--- config.mk ---
export PLATFORM = sky130hd
export DESIGN_NAME = spram_ctrl
export DESIGN_NICKNAME = d
export VERILOG_FILES = /design/src/rtl/spram_ctrl.sv
export SDC_FILE = /design/constraint.sdc
export NUM_CORES = 1
export LEC_CHECK = 0
export ABC_CLOCK_PERIOD_IN_PS = 2300
export CAP_MARGIN = 5
export CORE_ASPECT_RATIO = 1.75
export CORE_MARGIN = 2
export CORE_UTILIZATION = 40
export CTS_BUF_LIST = sky130_fd_sc_hd__clkbuf_16
export DETAILED_ROUTE_END_ITERATION = 16
export DONT_BUFFER_PORTS = 1
export PLACE_DENSITY = 0.57
export SYNTH_ARGS = -nofsm -noshare
export SYNTH_HDL_FRONTEND = slang
export SYNTH_SLANG_ARGS = --single-unit
--- constraint.sdc ---
create_clock -name clk -period 2.3 [get_ports clk]
set_clock_uncertainty 0.05 [all_clocks]
set_input_delay 0.69 -clock clk [delete_from_list [all_inputs] [get_ports clk]]
set_output_delay 0.69 -clock clk [all_outputs]
set_load 0.02 [all_outputs]
--- src/rtl/spram_ctrl.sv ---
// -----------------------------------------------------------------------------
// spram_ctrl
//
// Sequencing master for a single-port RAM with a one-cycle read latency.
// After reset, it fills every location with clear_value. It then serves single
// read/write accesses from one host over a req/ack handshake. The host can
// re-trigger the fill whenever the controller is idle.
//
// Ports
//   clk          : clock, rising edge
//   reset        : asynchronous, active-high reset
//   clear_start  : request a full fill (sampled only when idle)
//   busy         : high whenever the controller is not idle
//   done         : one-cycle pulse when a fill completes
//   req/we       : host access request / write select (1 = write)
//   addr/wdata   : host address / write data
//   ack          : one-cycle pulse completing a host access
//   rdata        : read result, valid with ack and held afterwards
//   ram_address  : RAM address
//   ram_data     : RAM write data
//   ram_wren     : RAM write enable
//   ram_q        : RAM read data, valid the cycle after the address edge
// -----------------------------------------------------------------------------
module spram_ctrl #(
    parameter int                    address_width = 8,
    parameter int                    data_width    = 8,
    parameter logic [data_width-1:0] clear_value   = '0
) (
    input  logic                     clk,
    input  logic                     reset,
    input  logic                     clear_start,
    output logic                     busy,
    output logic                     done,
    input  logic                     req,
    input  logic                     we,
    input  logic [address_width-1:0] addr,
    input  logic [data_width-1:0]    wdata,
    output logic                     ack,
    output logic [data_width-1:0]    rdata,
    output logic [address_width-1:0] ram_address,
    output logic [data_width-1:0]    ram_data,
    output logic                     ram_wren,
    input  logic [data_width-1:0]    ram_q
);

    typedef enum logic [2:0] {
        ST_START  = 3'd0,
        ST_CLEAR  = 3'd1,
        ST_IDLE   = 3'd2,
        ST_ACCESS = 3'd3,
        ST_RESP   = 3'd4
    } state_t;

    localparam logic [address_width-1:0] addr_zero = '0;
    localparam logic [address_width-1:0] addr_last = '1;
    localparam logic [address_width-1:0] addr_one  = address_width'(1);

    state_t                   state_r;
    state_t                   state_s;
    logic [address_width-1:0] address_s;
    logic [data_width-1:0]    data_s;
    logic                     wren_s;
    logic                     ack_s;
    logic                     done_s;
    logic                     busy_s;
    logic [data_width-1:0]    rdata_s;

    // Next-state and next-output decode; every output is registered below.
    always_comb begin
        state_s   = state_r;
        address_s = ram_address;
        data_s    = ram_data;
        wren_s    = ram_wren;
        ack_s     = 1'b0;
        done_s    = 1'b0;
        rdata_s   = rdata;

        case (state_r)
            ST_START: begin
                state_s   = ST_CLEAR;
                address_s = addr_zero;
                data_s    = clear_value;
                wren_s    = 1'b1;
            end

            ST_CLEAR: begin
                // The write to the last address is issued on this edge, so the
                // counter stops here instead of wrapping.
                if (ram_address == addr_last) begin
                    wren_s  = 1'b0;
                    done_s  = 1'b1;
                    state_s = ST_IDLE;
                end else begin
                    address_s = ram_address + addr_one;
                end
            end

            ST_IDLE: begin
                if (clear_start) begin
                    state_s   = ST_CLEAR;
                    address_s = addr_zero;
                    data_s    = clear_value;
                    wren_s    = 1'b1;
                end else if (req) begin
                    state_s   = ST_ACCESS;
                    address_s = addr;
                    data_s    = wdata;
                    wren_s    = we;
                end else begin
                    wren_s = 1'b0;
                end
            end

            ST_ACCESS: begin
                // The RAM performs the access on this edge. ram_q is valid in
                // the following cycle.
                wren_s  = 1'b0;
                state_s = ST_RESP;
            end

            ST_RESP: begin
                // The RAM is write-through, so ram_q holds the written word
                // after a write and the stored word after a read.
                ack_s   = 1'b1;
                rdata_s = ram_q;
                state_s = ST_IDLE;
            end

            default: begin
                state_s = ST_START;
                wren_s  = 1'b0;
            end
        endcase

        busy_s = (state_s != ST_IDLE);
    end

    // State and output registers. busy follows the registered state.
    always_ff @(posedge clk or posedge reset) begin
        if (reset) begin
            state_r     <= ST_START;
            ram_address <= addr_zero;
            ram_data    <= clear_value;
            ram_wren    <= 1'b0;
            ack         <= 1'b0;
            done        <= 1'b0;
            rdata       <= '0;
            busy        <= 1'b1;
        end else begin
            state_r     <= state_s;
            ram_address <= address_s;
            ram_data    <= data_s;
            ram_wren    <= wren_s;
            ack         <= ack_s;
            done        <= done_s;
            rdata       <= rdata_s;
            busy        <= busy_s;
        end
    end

endmodule

==> impl_metrics.py <==
metrics = {
    "run_status": {
        "run_status": "finished, final reports clean",
    },
    "yosys": {
        "ys_seq_area_share_pct": 54.0,
        "ys.warnings.count": 0,
        "synth_edf_count": 0,
        "synth_area_sq_um": 1440,
        "synth_fa_ha_area_share_pct": 0.870,
        "ys_ff_latch": 31,
        "ys_types": 38,
        "synth_compound_area_share_pct": 18.0,
        "synthCells": 118,
        "synth.net_count": 148,
        "synth_top_family_by_area": "compound AO/OA/AOI/OAI gates",
        "ys.flop_type": "dfrtp_1",
        "synth_mux_area_share_pct": 8.35,
        "postSynth.asyncResetShare_pct": 100,
        "postSynthAreaPerCell_sq_um": 12.2,
        "synthSimpleGateAreaFrac_pct": 15.5,
        "synth-xor-area-share_pct": 0,
    },
    "place": {
        "placed_cell_area_sq_um": 1500,
        "hpwl_um": 2340,
        "numPortBuffers": 0,
        "place_ws_ns": 0.364,
        "gp_congestion": 0.739,
    },
    "critical_path": {
        "worst_path_largest_cell_delay_ns": 0.52,
        "required_ns": 2.41,
        "worstPathCellList": "or3b_4 > a41oi_4 > nor2_4 > mux2_4",
        "worstSetupPathType": "flip-flop to flip-flop",
        "r2r-start": "state_r[0]$_DFF_PP0_",
        "cpMaxStageDelayCell": "or3b_4",
        "path_max_fanout": 13,
        "critPathArrivalTime_ns": 2.05,
        "worst-r2r-cell-count": 4,
        "end_kind": "flip-flop",
        "start_kind": "flip-flop",
        "rr_endpoint": "ram_address[1]$_DFFE_PP0P_",
        "rrSetupSlack_ns": 0.36,
    },
    "floorplanning": {
        "rows": 28,
        "core-area_sq_um": 3400,
        "die-area_sq_um": 4110,
        "ioPinCount": 57,
        "dieWidth_um": 49.3,
        "die_h_um": 83.3,
        "initial_utilization_pct": 42.3,
    },
    "sta": {
        "layout_setup_ws_ns": 0.357,
        "rsz0062_at_grt": "no",
        "setup_viol": 0,
        "tightest_slew_ns": 0.555,
        "post-route-period-util_pct": 84.5,
        "period_minus_slack_ns": 1.94,
        "tns_ns": 0,
        "finalHoldViolations": 0,
        "max_clock_freq_mhz": 515,
        "slew_headroom_pct": 62.9,
        "maxSlewViolCount": 0,
    },
    "cts": {
        "tritoncts": "built",
        "root_buffer": "clkbuf_16",
        "post_cts_buffers": 0,
        "worstSkewPairLatency_ns": 0.27,
        "htreeDepth": 2,
        "cts_sinks": 31,
        "cts_resized": 0,
        "clkTransAtPathRegs_ns": 0.05,
        "cts_hold_buf": 0,
        "clk_path_buf_depth": 2,
        "numCtsBuffers": 5,
    },
    "finish": {
        "num_antenna_cells": 0,
        "fin_util_pct": 49.1,
        "nFillCells": 337,
        "mostFrequentLayoutCells": "30 x dfrtp_1, 10 x a22o_1, 8 x mux2_2, 8 x nand2_1, 6 x buf_4",
        "final_common_cell": "dfrtp_1",
        "fin_nets": 155,
        "area_growth_pct": 15.9,
        "drive_gt1_share_pct": 23.0,
        "design_area_sq_um": 1670,
    },
    "pwr": {
        "clkPwrFrac_pct": 35.9,
        "p_switching_uw": 645,
        "pwr-share-seq_pct": 38.6,
        "power_frac_comb_pct": 25.5,
        "swShare_pct": 32.1,
        "power_density_nw_per_um2": 1200,
        "peakVddDrop_mv": 1.08,
        "leakage_nw": 0.709,
        "p_int_mw": 1.36,
    },
    "routing": {
        "wl_um": 3130,
        "via_per_inst": 5.82,
        "final_antenna_net_count": 0,
        "drt_iter0_drc": 30,
        "drc": 0,
        "first_pass_iters": 4,
        "wl_per_cell_um": 18.3,
        "vias": 995,
    },
    "grt": {
        "grt_pass1_vias": 1057,
        "antenna_found_initial": 0,
        "grt_pass1_wl_um": 5040,
        "grt_start_max_net_pins": 32,
        "grt_usage_pct": 16.0,
        "gr-total-overflow": 0,
    },
    "hold_path": {
        "hold_path.class": "input port to async pin",
    },
    "flow_run": {
        "maxCapViolations": 0,
    },
}
## cells by family (layout without fill, tap and decap cells)
logic type	after synthesis	after routing
AOI/OAI and AO/OA	32	32
and+or+nand+nor	35	35
DFF	31	31
muxes	10	10
adders and majority gates	1	1
buffers and inverters	9	17
## power groups by stage
stage                     Combinational (mW)  Clock, mW  Sequential [mW]
after global routing                   0.568      0.758            0.789
after detailed placement               0.513          0            0.783
final                                  0.512      0.722            0.775
after floorplan                        0.373          0            0.797
after CTS                              0.517      0.731            0.775
after global placement                 0.501          0            0.778
## routing by layer
layer | vias to the layer above | global-route usage (%) | wire length [um]
li1 | 462 | - | -
met1 | 487 | 15.9 | 1120
met2 | 41 | 29.5 | 1760
met3 | 5 | 4.14 | 206
met4 | 0 | 7.79 | 42
met5 | - | 0 | 0
## worst max path at each step
stage / start / endpoint / slack (ns) / cells after the start
finish: state_r[0]$_DFF_PP0_ / ram_address[1]$_DFFE_PP0P_ / 0.36 / 4
global route: state_r[0]$_DFF_PP0_ / ram_address[1]$_DFFE_PP0P_ / 0.28 / 4
CTS: state_r[0]$_DFF_PP0_ / ram_address[1]$_DFFE_PP0P_ / 0.35 / 4
detailed placement: state_r[0]$_DFF_PP0_ / ram_address[0]$_DFFE_PP0P_ / 0.36 / 4
global placement: state_r[0]$_DFF_PP0_ / ram_address[0]$_DFFE_PP0P_ / 0.40 / 4
floorplan: ram_address[0]$_DFFE_PP0P_ / ram_address[0]$_DFFE_PP0P_ / 0.40 / 5
## synth_stat cells, drive strengths merged, types with 2 or more instances
| library cell | instances | area share (%) |
|---|---|---|
| a21oi | 4 | 1.4 |
| a22o | 10 | 6.1 |
| a32oi | 2 | 1.2 |
| buf | 5 | 2.3 |
| dfrtp | 30 | 52 |
| inv | 3 | 0.78 |
| mux2 | 10 | 8.3 |
| nand2 | 8 | 2.1 |
| nand3 | 3 | 1.0 |
| nor2 | 5 | 1.8 |
| nor3 | 5 | 2.1 |
| nor3b | 5 | 2.6 |
| o21ai | 4 | 1.4 |
| o22ai | 3 | 1.3 |
| o2bb2ai | 5 | 3.0 |
## registers in the layout (all words and copies together), names as in the netlist
signal	flops
ack	1
state_r	3
ram_address	8
ram_data	8
rdata	8
ram_wren	1
done	1
busy	1
## layout make-up
cell class / count / area, sq um / area share (%)
clock buffer: 5 / 125 / 7.50
inverter: 3 / 11.3 / 0.675
multi-input combinational: 78 / 614 / 36.8
sequential: 31 / 777 / 46.6
timing repair buffer: 6 / 45.0 / 2.70
clock inverter: 3 / 38.8 / 2.33
tap: 45 / 56.3 / 3.38
## metrics by stage
step	power, mW	hold WS, ns	instances
after detailed placement	1.30	0.604	163
final	2.01	0.332	171
after CTS	2.02	0.345	171
after global routing	2.11	0.370	171
after global placement	1.28	0.600	163
after floorplan	1.17	0.540	118
## critical path, delay by kind of cell (launching register included)
family | cells | cell delay (ns)
and+or+nand+nor | 2 | 0.65
DFF | 1 | 0.50
muxes | 1 | 0.32
AOI/OAI and AO/OA | 1 | 0.31
Power figures use the tool's default switching activity.
